### src/rtl/dmem_arbiter.sv
// Single-port data memory arbiter between the core load/store path and the DMA
// pixel loader. CPU has priority; a starvation counter guarantees the DMA a slot.
module dmem_arbiter #(
  parameter int unsigned ADDR_W     = 16,
  parameter int unsigned DATA_W     = 16,
  parameter int unsigned RD_LAT     = 1,
  parameter int unsigned STARVE_MAX = 4
) (
  input  logic              clk,
  input  logic              rst_n,
  input  logic              cpu_re,
  input  logic              cpu_we,
  input  logic [ADDR_W-1:0] cpu_addr,
  input  logic [DATA_W-1:0] cpu_wdata,
  output logic              cpu_stall,
  output logic [DATA_W-1:0] cpu_rdata,
  output logic              cpu_done,
  input  logic              dma_req,
  input  logic              dma_we,
  input  logic [ADDR_W-1:0] dma_addr,
  input  logic [DATA_W-1:0] dma_wdata,
  output logic [DATA_W-1:0] dma_rdata,
  output logic              dma_done,
  output logic [ADDR_W-1:0] mem_addr,
  output logic [DATA_W-1:0] mem_wdata,
  output logic              mem_we,
  output logic              mem_re,
  input  logic [DATA_W-1:0] mem_rdata
);

  typedef enum logic [2:0] {IDLE, WR, RD, WAIT, RESP} state_t;

  state_t            state, state_nx;
  logic              owner_dma, owner_dma_nx;
  logic [2:0]        wait_cnt, wait_cnt_nx;
  logic [3:0]        starve_cnt, starve_nx;
  logic [ADDR_W-1:0] addr_nx;
  logic [DATA_W-1:0] wdata_nx, cpu_rdata_nx, dma_rdata_nx;
  logic              cpu_req, dma_wins;

  assign cpu_req  = cpu_re | cpu_we;
  assign dma_wins = dma_req & (starve_cnt == 4'(STARVE_MAX));

  always_comb begin
    state_nx     = state;
    owner_dma_nx = owner_dma;
    wait_cnt_nx  = wait_cnt;
    starve_nx    = starve_cnt;
    addr_nx      = mem_addr;
    wdata_nx     = mem_wdata;
    cpu_rdata_nx = cpu_rdata;
    dma_rdata_nx = dma_rdata;
    case (state)
      IDLE: begin
        if (!dma_req) starve_nx = '0;
        if (cpu_req && !dma_wins) begin
          owner_dma_nx = 1'b0;
          addr_nx      = cpu_addr;
          wdata_nx     = cpu_wdata;
          state_nx     = cpu_we ? WR : RD;
          if (dma_req && starve_cnt != 4'(STARVE_MAX)) starve_nx = starve_cnt + 4'd1;
        end else if (dma_req) begin
          owner_dma_nx = 1'b1;
          addr_nx      = dma_addr;
          wdata_nx     = dma_wdata;
          state_nx     = dma_we ? WR : RD;
          starve_nx    = '0;
        end
      end
      WR: state_nx = IDLE;
      RD: begin
        wait_cnt_nx = 3'(RD_LAT);
        state_nx    = WAIT;
      end
      WAIT: begin
        wait_cnt_nx = wait_cnt - 3'd1;
        // Counter reaches 1 in the cycle RD_LAT after RD, when mem_rdata is valid.
        if (wait_cnt == 3'd1) begin
          if (owner_dma) dma_rdata_nx = mem_rdata;
          else           cpu_rdata_nx = mem_rdata;
          state_nx = RESP;
        end
      end
      RESP:    state_nx = IDLE;
      default: state_nx = IDLE;
    endcase
  end

  always_ff @(posedge clk or negedge rst_n) begin
    if (!rst_n) begin
      state      <= IDLE;
      owner_dma  <= 1'b0;
      wait_cnt   <= '0;
      starve_cnt <= '0;
      mem_addr   <= '0;
      mem_wdata  <= '0;
      cpu_rdata  <= '0;
      dma_rdata  <= '0;
    end else begin
      state      <= state_nx;
      owner_dma  <= owner_dma_nx;
      wait_cnt   <= wait_cnt_nx;
      starve_cnt <= starve_nx;
      mem_addr   <= addr_nx;
      mem_wdata  <= wdata_nx;
      cpu_rdata  <= cpu_rdata_nx;
      dma_rdata  <= dma_rdata_nx;
    end
  end

  assign mem_we    = (state == WR);
  assign mem_re    = (state == RD);
  assign cpu_done  = ((state == WR) || (state == RESP)) && !owner_dma;
  assign dma_done  = ((state == WR) || (state == RESP)) &&  owner_dma;
  assign cpu_stall = cpu_req & ~cpu_done;

endmodule

### config.mk
export PLATFORM = sky130hd
export DESIGN_NAME = dmem_arbiter
export DESIGN_NICKNAME = d
export VERILOG_FILES = /design/src/rtl/dmem_arbiter.sv
export SDC_FILE = /design/constraint.sdc
export NUM_CORES = 1
export LEC_CHECK = 0
export BUFFER_PORTS_ARGS = -buffer_cell sky130_fd_sc_hd__buf_2
export CAP_MARGIN = 20
export CORE_MARGIN = 2
export CORE_UTILIZATION = 48
export DETAILED_ROUTE_END_ITERATION = 12
export HOLD_SLACK_MARGIN = 0.06
export PLACE_DENSITY = 0.79
export RECOVER_POWER = 50
export SYNTH_ARGS = -nofsm -noshare
export SYNTH_HDL_FRONTEND = slang
export SYNTH_SLANG_ARGS = --single-unit
### constraint.sdc
create_clock -name clk -period 2.5 [get_ports clk]
set_input_delay 0.5 -clock clk [delete_from_list [all_inputs] [get_ports clk]]
set_output_delay 0.5 -clock clk [all_outputs]
set_load 0.03 [all_outputs]
==> results of run 1 <==
[worst register-to-register path, cell delays in order (launching register included)]
cell and delay, ns:
dfrtp_1 0.53, or3_1 0.42, buf_4 0.28, o41ai_1 0.54
[registers in the layout, indices dropped and copies added, names as in the netlist]
signal      cells
cpu_rdata      16
dma_rdata      16
mem_addr       16
mem_wdata      16
owner_dma       1
starve_cnt      4
state           3
wait_cnt        3
[cell type report]
cell class / count / area (um2)
Clock inverter: 7 / 82.6
Inverter: 6 / 22.5
Sequential cell: 75 / 1880
Multi-Input combinational cell: 186 / 1510
Clock buffer: 9 / 124
Tap cell: 99 / 124
Fill cell: 624 / 2670
Timing Repair Buffer: 163 / 812
[per-layer routing]
layer	share of wire, %	vias to the layer above	track usage (%)
met5	0	-	0
met4	1.1	0	8.21
met3	10	9	8.47
met2	47	163	38.2
met1	42	1543	32.0
li1	-	1435	-
[worst max path at each step]
| stage | end | cells past startpoint |
|---|---|---|
| floorplan | cpu_stall | 4 |
| global placement | mem_wdata[15] | 4 |
| detailed placement | state[0] | 4 |
| CTS | cpu_stall | 4 |
| global route | cpu_stall | 4 |
| finish | cpu_stall | 4 |
[synth_stat cells, types with 2 or more instances]
cell type	number	area share, %
a2bb2oi_1	32	7.9
a311oi_1	32	7.9
and2_1	2	0.35
buf_2	6	0.84
buf_4	3	0.63
buf_6	3	0.95
clkbuf_1	17	1.8
dfrtp_1	75	53
ha_1	4	1.4
inv_1	6	0.63
mux2_2	33	10
nand2_1	7	0.74
nand3_1	4	0.56
nor2_1	5	0.53
nor3_1	3	0.42
nor3b_1	2	0.42
o21a_1	2	0.42
o21ai_0	35	4.9
o311ai_0	2	0.49
[cells by family (layout without fill, tap and decap cells)]
logic type | count (synthesis) | in the layout
AO/OA/AOI/OAI | 110 | 110
flip-flops | 75 | 75
AND/OR/NAND/NOR | 37 | 37
buffers and inverters | 35 | 185
multiplexers | 34 | 34
adder cells (fa/ha/maj) | 4 | 4
XOR/XNOR | 1 | 1
[power breakdown]
group          switching (uW)  internal [uW]  total [uW]
Combinational            2180           1250        3430
Sequential                404           1810        2210
Clock                     502            476         979
Total                    3080           3540        6620
[through the flow]
stage	util (%)	setup WS, ns	instance area, um2	total power [uW]	std cells
floorplan	-	0.190	3560	4750	296
global placement	61.0	0.648	4400	5650	529
detailed placement	61.0	0.613	4400	5740	529
CTS	63.9	0.428	4610	6750	545
global route	63.1	0.309	4550	7030	545
finish	63.1	0.443	4550	6620	545
==> impl_metrics.env, run 1 <==
export IMPL_cts_buffer_depth=2
export IMPL_gr_usage_all_layers_pct=24.4
export IMPL_die_area_mm2=0.00811
export IMPL_htreeDepth=3
export IMPL_finalClockSkew_ns=0.0116
export IMPL_nets=531
export IMPL_initialDrtViolationCount=232
export IMPL_ant_nets=0
export IMPL_crit_family="flip-flops"
export IMPL_fin_setup_tns_ns=0
export IMPL_maxSlewViolCount=0
export IMPL_critical_path_endpoint_type="output port"
export IMPL_power_density_mw_per_mm2=1460
export IMPL_worstMarginPinSlew_ns=1.16
export IMPL_mostFrequentLayoutCells="124 x buf_2, 75 x dfrtp_1, 35 x o21ai_0, 33 x mux2_2"
export IMPL_clkLatencyLatePin_ns=0.35
export IMPL_synth_mux_area_share_pct=10.7
export IMPL_worstReg2RegEnd="state[1]"
export IMPL_rrSetupSlack_ns=0.57
export IMPL_min_period_ns=2.06
export IMPL_yosysUniqueCellTypes=42
export IMPL_critPathKind="reg2out"
export IMPL_cts_sinks=75
export IMPL_vias=3150
export IMPL_synth_top_family_by_area="compound AO/OA/AOI/OAI gates"
export IMPL_ys_flop_type="dfrtp_1"
export IMPL_worstRegToRegCells=3
export IMPL_hp_class="in2async"
export IMPL_synth_nets=386
export IMPL_area_delta_synth_final_pct=27.9
export IMPL_crit_chain="xnor2_1 > nor3_1 > nor2_1 > buf_2"
export IMPL_cts_made_buffers=9
export IMPL_peakVddDrop_v=0.000768
export IMPL_slowest_stage="dfrtp_1"
export IMPL_timing_fmax_mhz=486
export IMPL_outcome="complete, no violations"
export IMPL_gr_total_overflow=0
export IMPL_cpPeakStageDelay_ns=0.53
export IMPL_drc=0
export IMPL_async_flop_share_pct=100
export IMPL_hold_viol=0
export IMPL_start_util_pct=49.3
export IMPL_crit_required_ns=2.00
export IMPL_slew_headroom_pct=23.0
export IMPL_dpl_hpwl_mm=6.74
export IMPL_grt_pass1_wl_mm=16.0
export IMPL_worst_setup_path_start_kind="register"
export IMPL_die_x_um=90.1
export IMPL_synth_edf_count=0
export IMPL_design_core_area_mm2=0.00721
export IMPL_crit_path_start="state[0]"
export IMPL_antenna_found_initial=0
export IMPL_drt_pass1_iterations=4
export IMPL_ys_ff_latch=75
export IMPL_rsz0062_at_grt="no"
export IMPL_row_count=31
export IMPL_synth_adder_area_share_pct=1.41
export IMPL_wl_per_cell_um=17.6
export IMPL_p_leak_uw=0.00200
export IMPL_syn_area_mm2=0.00356
export IMPL_wl_mm=9.61
export IMPL_synthSimpleGateAreaFrac_pct=6.93
export IMPL_clock_root_buffer="clkbuf_8"
export IMPL_vias_per_cell=5.78
export IMPL_clk_pin_slew_ns=0.08
export IMPL_cts_hold_buf=0
export IMPL_final_common_cell="buf_2"
export IMPL_critical_path_buf_inv_count=1
export IMPL_avgSynthCellArea_um2=12.0
export IMPL_grt_pass1_vias=3219
export IMPL_io_buffer_count=154
export IMPL_drv_cap=0
export IMPL_drive_gt1_share_pct=42.6
export IMPL_synthCells=296
export IMPL_period_share_pct=82.3
export IMPL_grt_max_degree=48
export IMPL_place_gp_congestion=0.863
export IMPL_setup_viol=0
export IMPL_holdWs_ns=0.366
export IMPL_synth_compound_area_share_pct=23.0
export IMPL_ys_seq_area_share_pct=52.8
export IMPL_ctsResizeCount=0
export IMPL_ys_warn_count=0
export IMPL_cts_setup_buffers=0
export IMPL_die_h_um=90.1
export IMPL_pin_count=155
export IMPL_cts_tree="yes"
export IMPL_arrival_ns=1.56
export IMPL_timing_rr_start="state[0]"
export IMPL_diodes=0
export IMPL_synth_xor_xnor_area_share_pct=0.246
export IMPL_worst_path_max_fanout=12
Note: power is estimated with default switching activity, not from simulation.
==> run 2, diff against run 1 <==
- clock period: 2.5 -> 2.1 ns (I/O delays scaled with it)
==> run 2 against run 1 <==
  * Register-to-register slack worse by 0.36 ns
  * Wire length grew 2.0%
  * Sequential cell count stayed put
  * Sequential power increased by 17%
  * Sequential share of layout area fell by 0.21 points
  * Global-route usage grew 0.099 points
  * Clock-buffer cell count up 2
  * Cell area rose by 0.52%
  * Via count grew 1.4%
  * Total power rose by 19%
  * Worst setup slack worse by 0.30 ns
  * Worst hold slack worse by 0.095 ns
  * Critical path type unchanged
  * Critical endpoint unchanged
==> impl_metrics.env, run 2 (synthesis results as in run 1) <==
export IMPL_initialDrtViolationCount=257
export IMPL_setup_viol=0
export IMPL_cts_tree="yes"
export IMPL_final_common_cell="buf_2"
export IMPL_design_core_area_mm2=0.00721
export IMPL_ctsResizeCount=0
export IMPL_slew_headroom_pct=25.4
export IMPL_place_gp_congestion=0.772
export IMPL_hold_viol=0
export IMPL_cts_setup_buffers=0
export IMPL_drt_pass1_iterations=5
export IMPL_clock_root_buffer="clkbuf_8"
export IMPL_start_util_pct=49.3
export IMPL_clkLatencyLatePin_ns=0.35
export IMPL_vias=3193
export IMPL_dp_cells=533
export IMPL_row_count=31
export IMPL_worstRegToRegCells=6
export IMPL_met3_length_um=911
export IMPL_ant_nets=0
export IMPL_area_delta_synth_final_pct=28.6
export IMPL_rrSetupSlack_ns=0.21
export IMPL_cts_buffer_depth=2
export IMPL_outcome="complete, no violations"
export IMPL_drv_cap=0
export IMPL_p_leak_uw=0.00202
export IMPL_grt_pass1_vias=3154
export IMPL_placed_area_mm2=0.00443
export IMPL_power_density_mw_per_mm2=1730
export IMPL_worst_path_max_fanout=11
export IMPL_crit_required_ns=1.68
export IMPL_die_area_mm2=0.00811
export IMPL_drc=0
export IMPL_grt_pass1_wl_mm=16.0
export IMPL_min_period_ns=1.95
export IMPL_final_cells=548
export IMPL_met2_length_mm=4.62
export IMPL_peakVddDrop_v=0.00102
export IMPL_clk_pin_slew_ns=0.08
export IMPL_dpl_hpwl_mm=6.67
export IMPL_die_h_um=90.1
export IMPL_worstReg2RegEnd="mem_addr[4]"
export IMPL_htreeDepth=3
export IMPL_vias_per_cell=5.83
export IMPL_timing_rr_start="starve_cnt[0]"
export IMPL_wl_met1_mm=4.13
export IMPL_arrival_ns=1.53
export IMPL_finalClockSkew_ns=0.0113
export IMPL_io_buffer_count=154
export IMPL_hp_class="in2async"
export IMPL_die_x_um=90.1
export IMPL_cts_made_buffers=9
export IMPL_worst_setup_path_start_kind="register"
export IMPL_critPathKind="reg2out"
export IMPL_gr_usage_all_layers_pct=24.5
export IMPL_final_cell_area_mm2=0.00457
export IMPL_power_uw=7900
export IMPL_critical_path_endpoint_type="output port"
export IMPL_wl_mm=9.80
export IMPL_cts_sinks=75
export IMPL_antenna_found_initial=0
export IMPL_period_share_pct=93.1
export IMPL_num_fill_cells=605
export IMPL_diodes=0
export IMPL_mostFrequentLayoutCells="123 x buf_2, 75 x dfrtp_1, 35 x o21ai_0, 33 x mux2_2"
export IMPL_nets=535
export IMPL_maxSlewViolCount=0
export IMPL_holdWs_ns=0.271
export IMPL_routed_top_layer="met4"
export IMPL_pin_count=155
export IMPL_grt_max_degree=46
export IMPL_cts_hold_buf=0
export IMPL_drive_gt1_share_pct=43.2
export IMPL_rsz0062_at_grt="no"
export IMPL_gr_total_overflow=0
export IMPL_wl_per_cell_um=17.9
export IMPL_fin_setup_tns_ns=0
export IMPL_timing_fmax_mhz=512
export IMPL_worstMarginPinSlew_ns=1.12
[run 2: per-stage QoR]
stage	util (%)	worst slack (ns)
2_1_floorplan	-	0.170
3_3_place_gp	61.4	0.311
3_5_place_dp	61.4	0.263
4_1_cts	64.2	0.148
5_1_grt	63.4	0.0675
6_report	63.4	0.146
[run 2: how the worst max path moves through the flow]
stage,end,depth (start not counted),slack [ns],start
finish,cpu_stall,5,0.15,state[0]
CTS,cpu_stall,5,0.15,state[0]
global route,cpu_stall,5,0.07,state[0]
detailed placement,mem_addr[4],6,0.26,starve_cnt[0]
global placement,state[0],4,0.31,cpu_re
floorplan,dma_done,3,0.17,state[0]
[run 2: layout make-up]
type	instances	area (um2)	area share (%)
clock inverter	4	50.0	1.09
sequential	75	1880	41.0
inverter	6	22.5	0.492
timing repair buffer	167	828	18.1
multi-input combinational	186	1520	33.2
tap	99	124	2.71
clock buffer	11	151	3.31
[run 2: power breakdown]
part           internal [uW]  leakage, uW  switching [uW]
logic                   1510      0.00105            2680
clock network            605    0.0000974             522
registers               2160     0.000878             433
[run 2: layer usage]
layer / global-route usage [%] / vias to the layer above
met5: 0 / -
li1: - / 1445
met4: 9.23 / 0
met2: 37.2 / 173
met1: 33.4 / 1556
met3: 7.46 / 19
[run 2: critical path, cell delays in order (launching register included)]
cell and delay [ns]:
dfrtp_1 0.40, buf_4 0.18, xnor2_1 0.23, nor3_2 0.08, nor2_1 0.10, buf_2 0.20
